$ cat config.mk
export PLATFORM = sky130hd
export DESIGN_NAME = multi_alarm
export DESIGN_NICKNAME = d
export VERILOG_FILES = /design/src/rtl/multi_alarm.sv
export SDC_FILE = /design/constraint.sdc
export NUM_CORES = 1
export LEC_CHECK = 0
export ABC_AREA = 1
export CAP_MARGIN = 20
export CORE_ASPECT_RATIO = 1.5
export CORE_UTILIZATION = 55
export CTS_CLUSTER_DIAMETER = 120
export DETAILED_ROUTE_END_ITERATION = 16
export GPL_TIMING_DRIVEN = 0
export PLACE_DENSITY = 0.73
export SLEW_MARGIN = 20
export SYNTH_ARGS = -nofsm -noshare
export SYNTH_HDL_FRONTEND = slang
export SYNTH_SLANG_ARGS = --single-unit
$ cat constraint.sdc
create_clock -name newclk -period 2.7 [get_ports newclk]
set_input_delay 0.405 -clock newclk [delete_from_list [all_inputs] [get_ports newclk]]
set_output_delay 0.405 -clock newclk [all_outputs]
set_load 0.02 [all_outputs]
$ cat src/rtl/multi_alarm.sv
// Multi-channel alarm: editable H:M:S and enable per channel, button lockout, match/ring/snooze/timeout.
// The buzzer output is named buzz because "do" is a reserved word in SystemVerilog.
module multi_alarm #(
  parameter int N_ALARMS   = 4,
  parameter int MODE_ID    = 5,
  parameter int LOCKOUT    = 2000,
  parameter int SNOOZE_SEC = 300,
  parameter int RING_SEC   = 60,
  parameter int SW         = (N_ALARMS > 1) ? $clog2(N_ALARMS) : 1
) (
  input  logic                newclk,
  input  logic                rst_n,
  input  logic [5:0]          mode,
  input  logic                up,
  input  logic                down,
  input  logic                left,
  input  logic                right,
  input  logic                middle,
  input  logic [10:0]         hour,
  input  logic [10:0]         minute,
  input  logic [10:0]         second,
  input  logic                sec_tick,
  input  logic                switch,
  input  logic                snooze,
  input  logic                ext_trig,
  output logic [2:0]          alarm_mode,
  output logic [SW-1:0]       sel,
  output logic [10:0]         temp_hour,
  output logic [10:0]         temp_minute,
  output logic [10:0]         temp_second,
  output logic [N_ALARMS-1:0] en_mask,
  output logic                buzz,
  output logic [SW-1:0]       ring_id,
  output logic                snoozing
);

  localparam logic [2:0] ST_IDLE = 3'd0;
  localparam logic [2:0] ST_SEC  = 3'd1;
  localparam logic [2:0] ST_MIN  = 3'd2;
  localparam logic [2:0] ST_HOUR = 3'd3;
  localparam logic [SW-1:0] SEL_TOP = SW'(N_ALARMS - 1);

  logic [N_ALARMS-1:0][10:0] t_h, t_m, t_s;
  logic [N_ALARMS-1:0][10:0] nxt_h, nxt_m, nxt_s;
  logic [N_ALARMS-1:0]       nxt_en, hit;
  logic [2:0]                nxt_am;
  logic [SW-1:0]             nxt_sel, hit_id, nxt_rid;
  logic                      lock, any_btn, acc, mode_on, match_ok;
  logic [31:0]               lk_cnt, rcnt, scnt, nxt_rcnt, nxt_scnt;
  logic                      nxt_buzz, nxt_snz, snz_exp;

  function automatic logic [10:0] fwd(input logic [10:0] v, input logic [10:0] top);
    return (v >= top) ? 11'd0 : v + 11'd1;
  endfunction

  function automatic logic [10:0] back(input logic [10:0] v, input logic [10:0] top);
    return (v == 11'd0) ? top : v - 11'd1;
  endfunction

  assign mode_on = (mode == 6'(MODE_ID));
  assign any_btn = up | down | left | right | middle;
  assign acc     = mode_on && !lock && any_btn;

  // Lockout: set by an accepted press, cleared by LOCKOUT consecutive all-idle cycles.
  always_ff @(posedge newclk or negedge rst_n) begin
    if (!rst_n) begin
      lock   <= 1'b0;
      lk_cnt <= '0;
    end else if (acc) begin
      lock   <= 1'b1;
      lk_cnt <= '0;
    end else if (lock) begin
      if (any_btn) lk_cnt <= '0;
      else if (lk_cnt + 32'd1 >= 32'(LOCKOUT)) begin
        lock   <= 1'b0;
        lk_cnt <= '0;
      end else lk_cnt <= lk_cnt + 32'd1;
    end
  end

  always_comb begin
    nxt_am  = mode_on ? alarm_mode : ST_IDLE;
    nxt_sel = sel;
    nxt_en  = en_mask;
    nxt_h   = t_h;
    nxt_m   = t_m;
    nxt_s   = t_s;
    if (acc) begin
      if (alarm_mode == ST_IDLE) begin
        if (middle) nxt_am = ST_SEC;
        else if (left) nxt_en[sel] = ~en_mask[sel];
        else if (!right) begin
          if (up) nxt_sel = (sel == SEL_TOP) ? '0 : sel + 1'b1;
          else if (down) nxt_sel = (sel == '0) ? SEL_TOP : sel - 1'b1;
        end
      end else begin
        if (middle) nxt_am = ST_IDLE;
        else if (left) begin
          case (alarm_mode)
            ST_SEC:  nxt_am = ST_MIN;
            ST_MIN:  nxt_am = ST_HOUR;
            default: nxt_am = ST_SEC;
          endcase
        end else if (right) begin
          case (alarm_mode)
            ST_SEC:  nxt_am = ST_HOUR;
            ST_HOUR: nxt_am = ST_MIN;
            default: nxt_am = ST_SEC;
          endcase
        end else begin
          case (alarm_mode)
            ST_SEC:  nxt_s[sel] = up ? fwd(t_s[sel], 11'd59) : back(t_s[sel], 11'd59);
            ST_MIN:  nxt_m[sel] = up ? fwd(t_m[sel], 11'd59) : back(t_m[sel], 11'd59);
            default: nxt_h[sel] = up ? fwd(t_h[sel], 11'd23) : back(t_h[sel], 11'd23);
          endcase
        end
      end
    end
  end

  for (genvar k = 0; k < N_ALARMS; k++) begin : g_hit
    assign hit[k] = en_mask[k] && (t_h[k] == hour) && (t_m[k] == minute) && (t_s[k] == second);
  end

  always_comb begin
    hit_id = '0;
    for (int k = N_ALARMS - 1; k >= 0; k--)
      if (hit[k]) hit_id = SW'(k);
  end

  assign match_ok = sec_tick && (alarm_mode == ST_IDLE) && (|hit);
  assign snz_exp  = snoozing && sec_tick && (scnt <= 32'd1);

  // Ring events in priority order: switch, snooze, snooze expiry, match, ext_trig, timeout.
  always_comb begin
    nxt_buzz = buzz;
    nxt_rid  = ring_id;
    nxt_snz  = snoozing;
    nxt_rcnt = rcnt;
    nxt_scnt = scnt;
    if (snoozing && sec_tick && scnt > 32'd1) nxt_scnt = scnt - 32'd1;
    if (switch) begin
      nxt_buzz = 1'b0;
      nxt_snz  = 1'b0;
    end else if (snooze && buzz) begin
      nxt_buzz = 1'b0;
      nxt_snz  = 1'b1;
      nxt_scnt = 32'(SNOOZE_SEC);
    end else if (snz_exp) begin
      nxt_snz  = 1'b0;
      nxt_scnt = '0;
      nxt_buzz = 1'b1;
      nxt_rcnt = 32'(RING_SEC);
    end else if (match_ok) begin
      nxt_buzz = 1'b1;
      nxt_rid  = hit_id;
      nxt_snz  = 1'b0;
      nxt_rcnt = 32'(RING_SEC);
    end else if (ext_trig) begin
      nxt_buzz = 1'b1;
      nxt_rcnt = 32'(RING_SEC);
    end else if (buzz && sec_tick) begin
      if (rcnt <= 32'd1) begin
        nxt_buzz = 1'b0;
        nxt_rcnt = '0;
      end else nxt_rcnt = rcnt - 32'd1;
    end
  end

  always_ff @(posedge newclk or negedge rst_n) begin
    if (!rst_n) begin
      alarm_mode  <= ST_IDLE;
      sel         <= '0;
      en_mask     <= '0;
      t_h         <= '0;
      t_m         <= '0;
      t_s         <= '0;
      temp_hour   <= '0;
      temp_minute <= '0;
      temp_second <= '0;
      buzz        <= 1'b0;
      ring_id     <= '0;
      snoozing    <= 1'b0;
      rcnt        <= '0;
      scnt        <= '0;
    end else begin
      alarm_mode  <= nxt_am;
      sel         <= nxt_sel;
      en_mask     <= nxt_en;
      t_h         <= nxt_h;
      t_m         <= nxt_m;
      t_s         <= nxt_s;
      temp_hour   <= nxt_h[nxt_sel];
      temp_minute <= nxt_m[nxt_sel];
      temp_second <= nxt_s[nxt_sel];
      buzz        <= nxt_buzz;
      ring_id     <= nxt_rid;
      snoozing    <= nxt_snz;
      rcnt        <= nxt_rcnt;
      scnt        <= nxt_scnt;
    end
  end

endmodule

# After elaboration in Yosys (flattened, before gate mapping)
# Cells that the tools add are included.
# totals
reg_bits,275
in_bits,50
out_inout_bits,46
elab_cells,210
# classes
n_addsub,11
n_lt_le_gt_ge,10
n_eq_ne,17
muxes,99
bitwise_logic,9
reduce_logical,39
# ops
op,n
$mux W44,18
$mux W32,13
$mux W11,16
$bmux W11 S2,6
$bwmux W44,3
$eq A11 B11 Y1,12
$le A32 B1 Y1 const B,2
$sub A32 B1 Y32 const B,2
$add A11 B1 Y11 const B,3
$logic_not A11 Y1,3
$sub A11 B1 Y11 const B,3
$add A32 B1 Y32 const B,1
$ge A32 B11 Y1 const B,1
$gt A32 B1 Y1 const B,1
$mux W2,13
$demux W11 S2,1
$ge A11 B6 Y1 const B,2
$logic_and A1 B1 Y1,22
$mux W3,7
$mux W1,17
$reduce_bool A6 Y1,2
$ge A11 B5 Y1 const B,1
$pmux W2 S2,2
$reduce_and A4 Y1,2
22 further kinds,32

# Depth between registers and ports, before layout
# logic_depth
depth_word,14
depth_mapped,21

# Least setup slack after synthesis
# Ideal clock, no wire load.
# synth_timing
path_type,register to register
from,register sel[0]
to,register temp_second[2]
setup_ps,119
arrival_ps,2313
required_ps,2581
path_slack_ps,268
stages_incl_launch_ff,18
n_path_buf,3
path_cell_list,dfrtp_1 > buf_6 > buf_6 > buf_6 > o211ai_2 > nand2_1 > inv_1 > ha_1 > inv_1 > nor2_1 > nand3_1 > nand2_2 > inv_2 > nand2_2 > nand3_1 > nand3_1 > nand3_1 > and2_1
# synth_between
elab_chain_len,14
elab_cells_between_ends,36
cone_classes,add/sub (4); order compare (3); eq/ne (1); mux (25); reduce/logical (3)
# synth_rtl
element,line,text
"start, declared",27,"output logic [SW-1:0] sel,"
"start signal, assigned",188,sel <= nxt_sel;
$bmux W11 S2,112,"ST_SEC: nxt_s[sel] = up ? fwd(t_s[sel], 11'd59) : back(t_s[sel], 11'd59);"
$mux W11 (implied by the code),112,
"$sub A11 B1 Y11, or another cell as far along",57,return (v == 11'd0) ? top : v - 11'd1;
$mux W11 (on tied branches),"57, 53",
$mux W11,112,
$bwmux W44,112,
$mux W44,111,case (alarm_mode)
$mux W44,104,end else if (right) begin
$mux W44,98,else if (left) begin
$mux W44,97,if (middle) nxt_am = ST_IDLE;
$mux W44,89,if (alarm_mode == ST_IDLE) begin
$mux W44,88,if (acc) begin
$bmux W11 S2 *,195,temp_second <= nxt_s[nxt_sel];
$mux W11 (implied by the code) *,195,
"end signal, assigned",195,
"end, declared",30,"output logic [10:0] temp_second,"
# Every way passes the cells marked *; elsewhere a longest branch is shown, timed or not. The select of a mux whose other input is x is not followed.
# A chain may end at the register's enable or synchronous reset.

# Worst setup path in the final report
# layout_timing
from,register sel[0]
to,register temp_hour[1]
# layout_between
elab_chain_len,14
elab_cells_between_ends,36
cone_classes,add/sub (4); order compare (3); eq/ne (1); mux (25); reduce/logical (3)
# layout_rtl
element,line,text
$bmux W11 S2,114,"default: nxt_h[sel] = up ? fwd(t_h[sel], 11'd23) : back(t_h[sel], 11'd23);"
$mux W11 (implied by the code),114,
"$sub A11 B1 Y11, or another cell as far along",57,
$mux W11 (on tied branches),"57, 53",
$mux W11,114,
$bwmux W44,114,
$mux W44,111,
$mux W44,104,
$mux W44,98,
$mux W44,97,
$mux W44,89,
$mux W44,88,
$bmux W11 S2 *,193,temp_hour <= nxt_h[nxt_sel];
$mux W11 (implied by the code) *,193,
"end signal, assigned",193,
"end, declared",28,"output logic [10:0] temp_hour,"
# Marks and branches as above.

==> impl_metrics.toml <==
[setup_path]
ff2ff_setup_slack_ps = -2
startpoint = "sel[0]$_DFF_PN0_"
r2r_start = "sel[0]$_DFF_PN0_"
cp-start-kind = "flip-flop"
rr_endpoint = "temp_hour[1]$_DFF_PN0_"
cp.arrival_ps = 3220
crit_end = "temp_hour[1]$_DFF_PN0_"
critPathRequiredTime_ps = 3220
critical_path_class = "reg -> reg"
reg2regPathDepth = 17
crit_fanout = 10
crit_path_end_kind = "flip-flop"

[timing]
rsz0062_at_grt = "true"
clock_skew_ps = 12.9
slew_headroom = 0.0540
max_freq_mhz = 370
fin_crit_sh = 1.00
tightest_slew_ps = 1420
min_period_ps = 2700
final_hold_viol_count = 0
setup_slack_ps = -2.35
finalMaxSlewViolations = 0
setup_viol = 1

[clock_tree]
cts_root_buf = "clkbuf_16"
cts.sinks = 275
clock_path_buffers = 3
numCtsBuffers = 29
htree_levels = 1
path_clk_slew_ps = 70
cts_tree = "done"
insertion_delay_ps = 590

[hold_path]
hold_path.class = "in -> async"

[synth]
yosysWarnings = 0
synth.top_cell.area_share = 0.354
synthArstFlopShare = 1.00
synth_edf_count = 0
syn_nets = 3047
synth_ff_type = "dfrtp_1"
syn_area_um2 = 19400
ys_ff_latch = 275
syn_inst = 2979
avgSynthCellArea_um2 = 6.52
yosys.area.top_type = "dfrtp_1"
seq_area_frac_synth = 0.354
ys_types = 53
synth_area_leaders = "dfrtp_1 35%, nand2_1 20%, nand3_1 10%, inv_1 6.6%, nor2_1 6.1%"

[power]
p_clk_frac = 0.388
internal-power_mw = 7.47
p_leak_nw = 11.4
ir_worst_vdd_uv = 575
seqPwrFrac = 0.406
pwr-share-comb = 0.207
swShare = 0.327
p_per_area_nw_per_um2 = 475
switchingPower_mw = 3.63
power_mw = 11.1

[cells_and_area]
num-fill-cells = 3085
synthToLayoutAreaGrowth_pct = 20.3
final_cell_count_no_fill = 3628
nets = 3199
layout-drive-gt1-share = 0.126

[flow_run]
drv_cap = 0

[detailed_routing]
dr.pass1.iters = 10
totalWireLength_um = 82500
drc = 0
wl_per_cell_um = 22.7
first_iter_violations = 2390
num_vias = 21597
antenna_left = 0
avgViaCountPerCell = 5.95

[floorplan]
ioPinCount = 96
chipWidth_um = 155
initial_core_util = 0.557
num_rows = 84
die_area_um2 = 36100
core_um2 = 34900
die_h_um = 232

[placement]
placed_cells = 3545
portBuffers = 91
hpwlAfterDp_um = 61600
gp_congestion = 1.04

[global_route]
grt_pass1_wl_um = 119000
grt-ovfl-total = 0
grt_max_degree = 99
gr-usage-all-layers = 0.448
antenna_found_initial = 1
grt_pass1_vias = 20626

[status]
violations = "setup timing"
outcome = "complete, but fails checks"
power groups by stage:
| stage | Clock, mW | Combinational [mW] | Sequential (mW) |
|---|---|---|---|
| 4_1_cts | 4.28 | 2.09 | 4.49 |
| 2_1_floorplan | 0 | 1.20 | 4.58 |
| 3_3_place_gp | 0 | 1.97 | 4.56 |
| 5_1_grt | 4.46 | 2.46 | 4.51 |
| 6_report | 4.30 | 2.29 | 4.50 |
| 3_5_place_dp | 0 | 2.04 | 4.56 |
cells in the mapped netlist (all sizes together) (2+ instances only):
master  instances
clkinv          2
o211ai         13
inv           354
nand2        1038
clkbuf         16
dfrtp         275
o21a            2
a21oi          21
nand3b          8
a221oi          5
or2            18
xor2           71
o21ai         127
o22ai           2
buf            56
and2           67
xnor2          34
nor4            7
ha             18
a211oi         13
nand3         402
nor3           29
a21boi          3
a31oi           4
nand4          48
nor2          341
state kept, by name, summed over array words and instances (netlist names), 4 cells and up:
register,count
t_s,44
en_mask,4
t_h,44
scnt,32
temp_hour,11
lk_cnt,32
temp_minute,11
temp_second,11
rcnt,32
t_m,44
area by class of cell:
type	count	area, µm²	area share
clock inverters	19	201	0.00862
inverters	356	1380	0.0591
multi-input cells	2276	11600	0.497
diodes	1	2.50	0.000107
repair buffers	123	1310	0.0558
well taps	473	592	0.0253
clock buffers	35	798	0.0342
plain buffers	70	592	0.0253
flip-flops and latches	275	6880	0.295
per-layer routing:
metal  wire length [µm]  up-vias  GRT usage
li1                   -     9728          -
met1              27300    10018      0.463
met2              39000     1395      0.772
met3               6890      456     0.0816
met4               9380        0      0.400
met5                  0        -          0
cell families (layout without fill, tap and decap cells):
group / Yosys count / in the layout / synth area share
other: 0 / 1 / 0
and+or+nand+nor: 1960 / 1960 / 0.439
DFF: 275 / 275 / 0.354
AOI/OAI and AO/OA: 193 / 193 / 0.0559
adders and majority gates: 18 / 18 / 0.0116
buffers and inverters: 428 / 603 / 0.0917
xor gates and xnor gates: 105 / 105 / 0.0473
metrics by stage:
step	TNS (ps)	hold WS [ps]	area, µm²	worst slack, ps	utilization
final	-2.35	385	23400	-2.35	0.670
after global routing	-732	475	23400	-91.5	0.670
after CTS	-14.2	419	22300	-14.2	0.640
after detailed placement	-69210	476	21000	-838	0.602
after global placement	-2986940	470	20900	-10670	0.600
after floorplan	0	109	19400	268	-
how the worst min path moves through the flow:
| stage | start | end | slack, ps | depth (start not counted) |
|---|---|---|---|---|
| floorplan | rst_n | alarm_mode[0]$_DFF_PN0_ | 110 | 0 |
| global placement | ring_id[0]$_DFFE_PN0P_ | ring_id[0]$_DFFE_PN0P_ | 470 | 2 |
| detailed placement | rst_n | scnt[24]$_DFF_PN0_ | 480 | 1 |
| CTS | up | lock$_DFF_PN0_ | 420 | 5 |
| global route | up | lock$_DFF_PN0_ | 470 | 5 |
| finish | rst_n | scnt[24]$_DFF_PN0_ | 380 | 2 |
layout by cell type, fill, tap and decap left out, drive strengths merged, types with 7 or more instances in the layout:
master / Yosys / routed
nand2: 1038 / 1038
nand3: 402 / 402
inv: 354 / 356
nor2: 341 / 341
dfrtp: 275 / 275
o21ai: 127 / 127
clkdlybuf4s50: 0 / 78
buf: 56 / 76
xor2: 71 / 71
and2: 67 / 67
clkbuf: 16 / 61
nand4: 48 / 48
xnor2: 34 / 34
nor3: 29 / 29
a21oi: 21 / 21
or2: 18 / 18
ha: 18 / 18
a211oi: 13 / 13
o211ai: 13 / 13
dlymetal6s2s: 0 / 11
clkinv: 2 / 11
nand3b: 8 / 8
nor4: 7 / 7
critical path, cell delays in order (launching register included):
cell	delay, ps
dfrtp_2	390
buf_8	140
clkinv_8	110
clkbuf_16	200
nand2_1	60
nand3_1	60
nand2_1	240
inv_1	140
a21oi_1	210
nand2_1	100
nor2_2	180
nand4_1	170
buf_6	240
nand3_1	90
nand3_1	90
nand2_1	80
nand2_1	40
nand2_1	70
repair_timing:
item | 4_1_cts | 5_1_grt
pin swaps | 10 | 47
endpoints found under the setup margin | 191 | 150
gates cloned | 0 | 3
endpoints found under the hold margin | 83 | 0
gates resized for setup | 91 | 220
buffers inserted | 9 | 17
hold buffers | 1 | 0
(Power assumes the default switching activity.)
